## config.mk

```make
export PLATFORM = sky130hd
export DESIGN_NAME = ahb_lite_slave_bridge
export DESIGN_NICKNAME = d
export VERILOG_FILES = /design/src/rtl/ahb_lite_slave_bridge.sv
export SDC_FILE = /design/constraint.sdc
export NUM_CORES = 1
export LEC_CHECK = 0
export BUFFER_PORTS_ARGS = -buffer_cell sky130_fd_sc_hd__buf_4
export CORE_UTILIZATION = 35
export CTS_BUF_LIST = sky130_fd_sc_hd__clkbuf_8
export CTS_CLUSTER_DIAMETER = 60
export DETAILED_ROUTE_END_ITERATION = 12
export GPL_ROUTABILITY_DRIVEN = 0
export PLACE_DENSITY = 0.67
export SLEW_MARGIN = 20
export SYNTH_ARGS = -nofsm -noshare
export SYNTH_HDL_FRONTEND = slang
export SYNTH_SLANG_ARGS = --single-unit
```

## constraint.sdc

```tcl
create_clock -name HCLK -period 3.3 [get_ports HCLK]
set_input_delay 0.66 -clock HCLK [delete_from_list [all_inputs] [get_ports HCLK]]
set_output_delay 0.66 -clock HCLK [all_outputs]
set_load 0.005 [all_outputs]
```

## src/rtl/ahb_lite_slave_bridge.sv

```systemverilog
// AHB-Lite slave bridge to a single peripheral register block: address-phase capture, waited data phase,
// byte-lane strobes and the two-cycle ERROR response. Define AHB_ALIGN_CHECK_EN to reject misaligned/oversized transfers.
module ahb_lite_slave_bridge #(
    parameter int                ADDR_W    = 32,
    parameter int                DATA_W    = 32,
    parameter logic [ADDR_W-1:0] IDLE_ADDR = 'hF000_0000,
    parameter int                TIMEOUT   = 16
) (
    input  logic                HCLK,
    input  logic                HRESET,
    input  logic                HSEL,
    input  logic [ADDR_W-1:0]   HADDR,
    input  logic                HWRITE,
    input  logic [2:0]          HSIZE,
    input  logic [1:0]          HTRANS,
    input  logic [DATA_W-1:0]   HWDATA,
    input  logic                HREADY,
    output logic [DATA_W-1:0]   HRDATA,
    output logic                HREADYOUT,
    output logic                HRESP,
    output logic [ADDR_W-1:0]   per_addr,
    output logic                per_we,
    output logic                per_re,
    output logic [2:0]          per_size,
    output logic [DATA_W/8-1:0] per_wstrb,
    output logic [DATA_W-1:0]   per_wdata,
    input  logic [DATA_W-1:0]   per_rdata,
    input  logic                per_ready,
    input  logic                per_err
);

    localparam int NB    = DATA_W / 8;
    localparam int L     = $clog2(NB);
    localparam int CNT_W = (TIMEOUT > 0) ? $clog2(TIMEOUT + 1) : 1;

    typedef enum logic [1:0] {ST_IDLE, ST_ACCESS, ST_ERR1, ST_ERR2} state_t;

    state_t              state_reg, state_next;
    logic [ADDR_W-1:0]   addr_reg, addr_next;
    logic                we_reg, we_next;
    logic [2:0]          size_reg, size_next;
    logic [CNT_W-1:0]    cnt_reg, cnt_next;
    logic [DATA_W-1:0]   hrdata_reg, hrdata_next;
    logic                valid, bad_xfer, accept, timeout_hit;
    logic [L-1:0]        lane_idx;
    logic [NB-1:0]       lane_hit;

    assign valid       = HSEL & HREADY & HTRANS[1];
    assign timeout_hit = (TIMEOUT != 0) && (cnt_reg == CNT_W'(TIMEOUT));

`ifdef AHB_ALIGN_CHECK_EN
    logic [L-1:0] align_mask;
    assign align_mask = ~({L{1'b1}} << HSIZE);
    assign bad_xfer   = (HSIZE > 3'(L)) || ((HADDR[L-1:0] & align_mask) != '0);
`else
    assign bad_xfer   = 1'b0;
`endif

    always_comb begin
        state_next  = state_reg;
        addr_next   = addr_reg;
        we_next     = we_reg;
        size_next   = size_reg;
        cnt_next    = '0;
        hrdata_next = hrdata_reg;
        HREADYOUT   = 1'b1;
        HRESP       = 1'b0;
        per_we      = 1'b0;
        per_re      = 1'b0;
        accept      = 1'b0;
        case (state_reg)
            ST_IDLE: accept = 1'b1;
            ST_ACCESS: begin
                if (timeout_hit) begin
                    // Peripheral never answered: withdraw the request and report ERROR.
                    HREADYOUT  = 1'b0;
                    state_next = ST_ERR1;
                end else begin
                    per_we    = we_reg;
                    per_re    = ~we_reg;
                    HREADYOUT = per_ready & ~per_err;
                    if (per_ready && per_err) begin
                        state_next = ST_ERR1;
                    end else if (per_ready) begin
                        accept = 1'b1;
                        if (!we_reg) hrdata_next = per_rdata;
                    end else begin
                        cnt_next = cnt_reg + CNT_W'(1);
                    end
                end
            end
            ST_ERR1: begin
                HREADYOUT  = 1'b0;
                HRESP      = 1'b1;
                state_next = ST_ERR2;
            end
            default: begin
                HRESP  = 1'b1;
                accept = 1'b1;
            end
        endcase
        // A new address phase can only complete on a cycle where this slave is ready.
        if (accept) begin
            state_next = ST_IDLE;
            if (valid) begin
                if (bad_xfer) begin
                    state_next = ST_ERR1;
                end else begin
                    state_next = ST_ACCESS;
                    addr_next  = HADDR;
                    we_next    = HWRITE;
                    size_next  = HSIZE;
                end
            end
        end
    end

    always_ff @(posedge HCLK) begin
        if (HRESET) begin
            state_reg  <= ST_IDLE;
            addr_reg   <= IDLE_ADDR;
            we_reg     <= 1'b0;
            size_reg   <= 3'd0;
            cnt_reg    <= '0;
            hrdata_reg <= '0;
        end else begin
            state_reg  <= state_next;
            addr_reg   <= addr_next;
            we_reg     <= we_next;
            size_reg   <= size_next;
            cnt_reg    <= cnt_next;
            hrdata_reg <= hrdata_next;
        end
    end

    // A lane is enabled when it falls in the same 2**size block as the addressed byte.
    assign lane_idx = addr_reg[L-1:0];
    generate
        for (genvar gi = 0; gi < NB; gi++) begin : g_lane
            localparam logic [L-1:0] LANE = L'(gi);
            assign lane_hit[gi] = (size_reg >= 3'(L)) || ((LANE >> size_reg) == (lane_idx >> size_reg));
        end
    endgenerate

    assign per_wstrb = per_we ? lane_hit : '0;
    assign per_addr  = (state_reg == ST_ACCESS) ? addr_reg : IDLE_ADDR;
    assign per_size  = size_reg;
    assign per_wdata = HWDATA;
    assign HRDATA    = hrdata_next;

endmodule
```

==> results.py, run 1 <==
metrics = {
    "yosys": {
        "ys_warn_count": 0,
        "async_reset_ff_share_pct": 0,
        "synth_top_area_share_pct": 40.43,
        "ys_seq_area_share_pct": 40.43,
        "synth.most_common_cell": "dfxtp_1",
        "synth_area_per_cell_um2": 9.850,
        "synthTopCellsByArea": "dfxtp_1, mux2_4, and2_1, mux2i_1, nand2_1",
        "yosysUniqueCellTypes": 30,
        "syn_nets": 487,
        "synth_area_leader_cell": "dfxtp_1",
        "synth_top_cells_by_count": "dfxtp_1, nand2_1, and2_1",
        "mappedNetlistArea_um2": 3714,
        "synth_edf_count": 0,
        "ys_seq_elements": 75,
        "ys.flop_type": "dfxtp_1",
        "syn_inst": 377,
    },
    "floorplanning": {
        "core_area_um2": 10320,
        "initial_core_util_pct": 35.97,
        "die_area_um2": 11030,
        "die_h_um": 105.0,
        "io_pins": 215,
        "rows": 37,
        "die_w_um": 105.0,
    },
    "finish": {
        "fin_cells": 626,
        "ff_latch_area_um2": 1501,
        "antennaDiodeCount": 0,
        "utilization_pct": 47.06,
        "drive_gt1_share_pct": 41.63,
        "layout.nets": 596,
        "nFillCells": 1006,
        "syn_to_final_growth_pct": 30.83,
        "multi_input_area_um2": 1785,
    },
    "sta": {
        "rsz0062_at_grt": "no",
        "fin_crit_ps": 2947,
        "setup_tns_ps": 0,
        "tightest_slew_ps": 676.7,
        "finClkSkew_ps": 10.88,
        "maxSlewHeadroom_pct": 54.89,
        "max_freq_mhz": 339.3,
        "finalCritPeriodShare_pct": 89.31,
        "hold-worst-slack_ps": 452.0,
        "slew_violations": 0,
        "setup_viol": 0,
        "hold_violations": 0,
    },
    "power": {
        "p_sw_uw": 447.7,
        "p_leak_nw": 2.189,
        "internal_power_mw": 1.498,
        "total_power_mw": 1.946,
        "p_comb_share_pct": 11.4,
        "sequentialPowerShare_pct": 48.4,
        "pwr-share-clk_pct": 40.2,
        "p_per_area_nw_per_um2": 400.5,
        "swShare_pct": 23.01,
        "vdd_ir_drop_max_mv": 0.2172,
    },
    "setup_path": {
        "start_kind": "flip-flop",
        "end_kind": "primary output",
        "cp_max_fo": 32,
        "crit_arrival_ps": 2290,
        "worst-setup-path-type": "reg2out",
        "critical_path_required_ps": 2640,
    },
    "clock_tree": {
        "cts_buffers": 9,
        "clk_pin_slew_ps": 70,
        "post_cts_buffers": 0,
        "cts_hold_buf": 0,
        "cts-resized-gates": 0,
        "clockBufferDepth": 2,
        "cts-root-buf": "clkbuf_8",
        "h-tree-depth": 3,
        "clkLatencyLatePin_ps": 340,
        "cts_sinks": 75,
        "cts_tree": "built",
    },
    "grt": {
        "grt_pass1_vias": 2893,
        "track_usage_pct": 15.18,
        "grt-ovfl-total": 0,
        "grt_max_degree": 64,
        "antenna_found_initial": 0,
        "grt_pass1_wl_um": 13420,
    },
    "detailed_routing": {
        "routed_via_density": 4.484,
        "firstDrtPassIters": 5,
        "routedWlPerCell_um": 13.23,
        "routed_wl_um": 8284,
        "postRouteAntennaNets": 0,
        "vias": 2807,
        "drc": 0,
        "dr.first_iter.drc_count": 83,
    },
    "placement": {
        "place_hpwl_um": 5835,
        "place_inst": 611,
        "numPortBuffers": 149,
    },
    "job": {
        "drv_cap": 0,
    },
    "hold_path": {
        "hp-class": "reg2reg",
    },
    "status": {
        "status": "complete, no violations",
    },
}
==> worst max-delay path: stages, from the launching register on <==
cell and delay (ps):
dfxtp_1 370, inv_1 60, ha_1 190, and4bb_4 230
nor4_4 280, buf_12 290, mux2_2 380, buf_4 140
==> per-stage QoR <==
stage,area [um2],setup slack [ps]
floorplan,3714,943.6
global placement,4642,621.7
detailed placement,4642,597.6
CTS,4858,322.2
global route,4858,234.8
finish,4858,352.8
==> area by class of cell <==
cell class / count / share of cell area [%]
Multi-Input combinational cell: 243 / 36.75
Clock inverter: 5 / 1.622
Sequential cell: 75 / 30.90
Clock buffer: 10 / 2.833
Inverter: 5 / 0.3863
Tap cell: 136 / 3.502
Timing Repair Buffer: 152 / 24.00
==> worst paths after layout <==
| path | cells after the start | to | slack, ps | from |
|---|---|---|---|---|
| worst min-delay path | 2 | addr_reg[16]$_SDFFE_PP0P_ | 450 | addr_reg[16]$_SDFFE_PP0P_ |
| worst min register to register | 2 | addr_reg[16]$_SDFFE_PP0P_ | 450 | addr_reg[16]$_SDFFE_PP0P_ |
| worst max-delay path | 7 | HRDATA[22] | 350 | cnt_reg[0]$_SDFF_PP0_ |
| worst max register to register | 6 | addr_reg[19]$_SDFFE_PP0P_ | 1090 | cnt_reg[0]$_SDFF_PP0_ |
==> cells in the final DEF, fill, tap and decap left out, types with 2 or more instances in the layout <==
cell        count
buf_4         150
dfxtp_1        75
nand2_1        65
and2_1         59
mux2i_1        36
mux2_4         30
nor2_1         17
clkbuf_8       10
nand2b_1        7
inv_1           5
a21oi_1         5
xor2_1          3
o21ai_0         2
o21bai_1        2
mux2_2          2
nand3_1         2
ha_1            2
clkinvlp_4      2
bufinv_16       2
buf_12          2
==> logic make-up after synthesis <==
| kind of cell | synth area share, % |
|---|---|
| AO/OA/AOI/OAI | 2.156 |
| XOR/XNOR | 0.9436 |
| adder cells (fa/ha/maj) | 0.6737 |
| buffers and inverters | 11.56 |
| flip-flops | 40.43 |
| multiplexers | 22.44 |
| AND/OR/NAND/NOR | 21.80 |
==> power by group through the flow <==
stage / clock, mW / sequential (mW) / combinational (mW)
after CTS: 0.812 / 0.941 / 0.225
after global placement: 0 / 0.961 / 0.219
final: 0.783 / 0.941 / 0.222
after floorplan: 0 / 0.959 / 0.149
after global routing: 0.857 / 0.945 / 0.242
after detailed placement: 0 / 0.962 / 0.225
==> per-layer routing <==
layer / vias up / GRT usage, % / share of wire [%] / routed length [um]
li1: 1391 / - / - / -
met2: 96 / 25.73 / 48 / 4006
met3: 17 / 4.679 / 6.2 / 511
met5: - / 0 / 0 / 0
met4: 0 / 6.338 / 2.3 / 192
met1: 1303 / 17.68 / 43 / 3574
Note: power is estimated with default switching activity, not from simulation.
==> run 2, diff against run 1 <==
BUFFER_PORTS_ARGS = -buffer_cell sky130_fd_sc_hd__buf_2   (was -buffer_cell sky130_fd_sc_hd__buf_4)
CELL_PAD_IN_SITES_DETAIL_PLACEMENT = 0   (was default)
CELL_PAD_IN_SITES_GLOBAL_PLACEMENT = 1   (was default)
PLACE_DENSITY = 0.89   (was 0.67)
REMOVE_ABC_BUFFERS = 1   (was default)
==> results.py, run 2 (same netlist as run 1, synthesis figures left out) <==
metrics = {
    "status": {
        "status": "complete, no violations",
    },
    "grt": {
        "grtUsageMet1_pct": 18.76,
        "grt_pass1_vias": 2866,
        "track_usage_pct": 16.14,
        "met2_usage_pct": 23.75,
        "grt-busiest-layer": "met2",
        "grt_max_degree": 60,
        "antenna_found_initial": 0,
        "grt_pass1_wl_um": 13860,
        "grt-ovfl-total": 0,
        "use_met3_pct": 10.04,
    },
    "setup_path": {
        "start_kind": "flip-flop",
        "cp_max_fo": 32,
        "critPathSlowestCell": "dfxtp_1",
        "r2r_setup_slack_ps": 1090,
        "crit_start": "cnt_reg[0]$_SDFF_PP0_",
        "regToRegStartpoint": "cnt_reg[0]$_SDFF_PP0_",
        "worst-setup-path-type": "reg2out",
        "crit_arrival_ps": 2280,
        "r2r_cells": 6,
        "cpLargestDelayFamily": "simple AND/OR/NAND/NOR gates",
        "critical_path_required_ps": 2640,
        "cpPeakStageDelay_ps": 380,
        "end_kind": "primary output",
        "crit_cells": 7,
        "worst-path-buf-inv": 3,
        "path_cells": "inv_1, ha_1, and4bb_4, nor4_4, buf_12, mux2_2, buf_2",
    },
    "sta": {
        "maxSlewHeadroom_pct": 55.03,
        "max_freq_mhz": 340.3,
        "fin_crit_ps": 2939,
        "setup_viol": 0,
        "setup_tns_ps": 0,
        "finClkSkew_ps": 13.14,
        "slew_violations": 0,
        "tightest_slew_ps": 674.6,
        "finalCritPeriodShare_pct": 89.06,
        "rsz0062_at_grt": "no",
        "hold_violations": 0,
    },
    "clock_tree": {
        "post_cts_buffers": 0,
        "cts_buffers": 9,
        "h-tree-depth": 3,
        "clkLatencyLatePin_ps": 340,
        "clk_pin_slew_ps": 80,
        "cts_sinks": 75,
        "clockBufferDepth": 2,
        "cts-root-buf": "clkbuf_8",
        "cts-resized-gates": 0,
        "cts_tree": "built",
        "cts_hold_buf": 0,
    },
    "power": {
        "swShare_pct": 21.90,
        "internal_power_mw": 1.565,
        "vdd_ir_drop_max_mv": 0.2233,
        "pwr-share-clk_pct": 43.7,
        "p_per_area_nw_per_um2": 443.5,
        "sequentialPowerShare_pct": 47.0,
        "p_leak_nw": 2.140,
        "p_comb_share_pct": 9.3,
        "p_sw_uw": 438.8,
    },
    "finish": {
        "layout.nets": 596,
        "multi_input_area_um2": 1785,
        "drive_gt1_share_pct": 41.84,
        "antennaDiodeCount": 0,
        "syn_to_final_growth_pct": 21.66,
        "layout_common_cells": "buf_2, dfxtp_1, nand2_1, and2_1, mux2i_1",
        "finalInstanceArea_um2": 4518,
        "ff_latch_area_um2": 1501,
        "nFillCells": 1016,
        "utilization_pct": 43.76,
        "layout_commonest_cell": "buf_2",
    },
    "placement": {
        "place_hpwl_um": 6592,
        "placed_cell_area_um2": 4269,
        "numPortBuffers": 149,
    },
    "detailed_routing": {
        "vias": 2829,
        "postRouteAntennaNets": 0,
        "firstDrtPassIters": 4,
        "routed_via_density": 4.519,
        "drc": 0,
        "dr.first_iter.drc_count": 112,
        "routedWlPerCell_um": 14.27,
        "routed_wl_um": 8934,
    },
    "hold_path": {
        "hp-class": "reg2reg",
        "hold_path_depth": 2,
        "min-delay-start": "addr_reg[21]$_SDFFE_PP0P_",
    },
    "floorplanning": {
        "io_pins": 215,
        "rows": 37,
        "die_area_um2": 11030,
        "die_w_um": 105.0,
        "die_h_um": 105.0,
        "core_area_um2": 10320,
        "initial_core_util_pct": 35.97,
    },
    "job": {
        "drv_cap": 0,
    },
}
[run 2: cell count changes in the layout (fill, tap and decap cells not counted), sizes merged]
| cell | previous run | this run |
|---|---|---|
| bufinv | 2 | 3 |
| inv | 6 | 5 |
| clkbuf | 10 | 11 |
| clkinvlp | 2 | 1 |
[run 2: metrics by stage]
| step | setup slack (ps) | total power [mW] | cells | hold WS [ps] |
|---|---|---|---|---|
| after floorplan | -275.8 | 1.060 | 323 | 429.7 |
| after global placement | 615.8 | 1.144 | 611 | 437.8 |
| after detailed placement | 605.8 | 1.151 | 611 | 446.5 |
| after CTS | 336.9 | 2.035 | 626 | 459.7 |
| after global routing | 244.5 | 2.098 | 626 | 476.4 |
| final | 361.1 | 2.004 | 626 | 454.1 |
[run 2: area by class of cell]
class / instances / share of cell area, %
clock inverter: 4 / 2.160
multi-input combinational: 243 / 39.52
inverter: 5 / 0.4154
tap: 136 / 3.766
timing repair buffer: 152 / 17.56
clock buffer: 11 / 3.351
sequential: 75 / 33.23
[run 2: worst register-to-register path: stages (launching register included)]
cell      delay (ps)
dfxtp_1          380
inv_1             60
ha_1             190
and4bb_4         230
o31ai_4          280
and4_4           720
mux2i_1          280
[run 2: path summary, 6_finish.rpt]
| check | endpoint |
|---|---|
| worst max-delay path | HRDATA[22] |
| worst max register to register | addr_reg[0]$_SDFFE_PP0P_ |
| worst min register to register | addr_reg[21]$_SDFFE_PP0P_ |
| worst min-delay path | addr_reg[21]$_SDFFE_PP0P_ |
[run 2: routing by layer]
layer  part of all wire [%]  wire length [um]
met1                     43              3835
met2                     43              3851
met3                     12              1059
met4                    1.3               116
met5                   0.79                71
[run 2: power by group through the flow]
stage	clock network, mW	registers (mW)	logic, mW
2_1_floorplan	0	0.959	0.101
3_3_place_gp	0	0.961	0.183
3_5_place_dp	0	0.963	0.189
4_1_cts	0.904	0.941	0.190
5_1_grt	0.947	0.945	0.206
6_report	0.876	0.941	0.187
==> run 3, diff against run 2 <==
PLACE_DENSITY = 0.94   (was 0.89)
SLEW_MARGIN = default   (was 20)
==> results.py, run 3 (same netlist as run 1, synthesis figures left out) <==
metrics = {
    "status": {
        "status": "complete, no violations",
    },
    "finish": {
        "finalInstanceArea_um2": 4526,
        "utilization_pct": 43.84,
        "fin_cells": 627,
        "layout_commonest_cell": "buf_2",
        "layout.nets": 596,
        "antennaDiodeCount": 0,
        "nFillCells": 1036,
        "drive_gt1_share_pct": 41.55,
        "multi_input_area_um2": 1785,
        "syn_to_final_growth_pct": 21.87,
        "ff_latch_area_um2": 1501,
        "layout_common_cells": "buf_2, dfxtp_1, nand2_1, and2_1, mux2i_1",
    },
    "floorplanning": {
        "initial_core_util_pct": 35.97,
        "core_area_um2": 10320,
        "rows": 37,
        "io_pins": 215,
        "die_area_um2": 11030,
        "die_h_um": 105.0,
        "die_w_um": 105.0,
    },
    "hold_path": {
        "hp-class": "reg2reg",
    },
    "sta": {
        "fin_crit_ps": 2925,
        "fin_ws_ps": 374.8,
        "slew_violations": 0,
        "max_freq_mhz": 341.9,
        "finClkSkew_ps": 6.924,
        "tightest_slew_ps": 658.6,
        "hold_violations": 0,
        "rsz0062_at_grt": "no",
        "setup_tns_ps": 0,
        "setup_viol": 0,
        "maxSlewHeadroom_pct": 56.10,
        "finalCritPeriodShare_pct": 88.64,
    },
    "detailed_routing": {
        "firstDrtPassIters": 6,
        "drc": 0,
        "vias": 2883,
        "routedWlPerCell_um": 14.89,
        "routed_wl_um": 9336,
        "routed_via_density": 4.598,
        "postRouteAntennaNets": 0,
        "dr.first_iter.drc_count": 101,
    },
    "clock_tree": {
        "h-tree-depth": 3,
        "cts_hold_buf": 0,
        "clkLatencyLatePin_ps": 340,
        "clockBufferDepth": 2,
        "cts-root-buf": "clkbuf_8",
        "cts_sinks": 75,
        "post_cts_buffers": 0,
        "cts-resized-gates": 0,
        "cts_buffers": 9,
        "clk_pin_slew_ps": 80,
        "cts_tree": "built",
    },
    "power": {
        "p_per_area_nw_per_um2": 448.6,
        "vdd_ir_drop_max_mv": 0.2068,
        "p_leak_nw": 2.154,
    },
    "setup_path": {
        "worst-setup-path-type": "reg2out",
        "start_kind": "flip-flop",
        "end_kind": "primary output",
        "cp_max_fo": 32,
        "crit_arrival_ps": 2270,
        "critical_path_required_ps": 2640,
    },
    "placement": {
        "place_hpwl_um": 6996,
        "numPortBuffers": 149,
        "dp_slack_ps": 626.4,
        "place_inst": 611,
        "placed_cell_area_um2": 4269,
    },
    "grt": {
        "grt_pass1_vias": 2954,
        "grt_pass1_wl_um": 14610,
        "grt_max_degree": 59,
        "antenna_found_initial": 0,
        "grt-ovfl-total": 0,
        "track_usage_pct": 17.41,
    },
    "job": {
        "drv_cap": 0,
    },
}
## run 3: cell types whose count changed in the layout (fill, tap and decap cells not counted), sizes merged
cell,before,now
bufinv,3,4
clkbuf,11,9
clkinv,0,1
clkinvlp,1,0
inv,5,7
## run 3: worst max-delay path: stages (launching register included)
cell and delay (ps):
dfxtp_1 380, inv_1 60, ha_1 190, and4bb_4 230
nor4_4 260, buf_12 280, mux2_2 370, buf_2 130
## run 3: worst paths after layout
check	start	cells after the start	slack, ps	to
max	cnt_reg[0]$_SDFF_PP0_	7	370	HRDATA[22]
max reg2reg	cnt_reg[0]$_SDFF_PP0_	6	1060	addr_reg[11]$_SDFFE_PP0P_
min	addr_reg[7]$_SDFFE_PP0P_	2	450	addr_reg[7]$_SDFFE_PP0P_
min reg2reg	addr_reg[7]$_SDFFE_PP0P_	2	450	addr_reg[7]$_SDFFE_PP0P_
## run 3: area by class of cell
type | instances | share of cell area, %
Clock buffer | 9 | 2.737
Clock inverter | 7 | 2.931
Inverter | 5 | 0.4147
Multi-Input combinational cell | 243 | 39.45
Sequential cell | 75 | 33.18
Tap cell | 136 | 3.760
Timing Repair Buffer | 152 | 17.53
## run 3: power by group
part / internal, mW / switching [mW]
logic: 0.0962 / 0.0910
clock network: 0.572 / 0.329
registers: 0.929 / 0.0128
## run 3: metal layers
layer	GRT usage (%)	up-vias	wire (um)
met5	6.190	-	71
met4	7.344	2	150
met3	9.233	16	999
met2	26.49	121	4098
met1	19.83	1353	4016
li1	-	1391	-
## run 3: metrics by stage
stage          hold slack (ps)  total power, mW
2_1_floorplan            429.7            1.060
3_3_place_gp             437.4            1.145
3_5_place_dp             445.4            1.153
4_1_cts                  456.9            2.063
5_1_grt                  480.1            2.128
6_report                 454.2            2.030
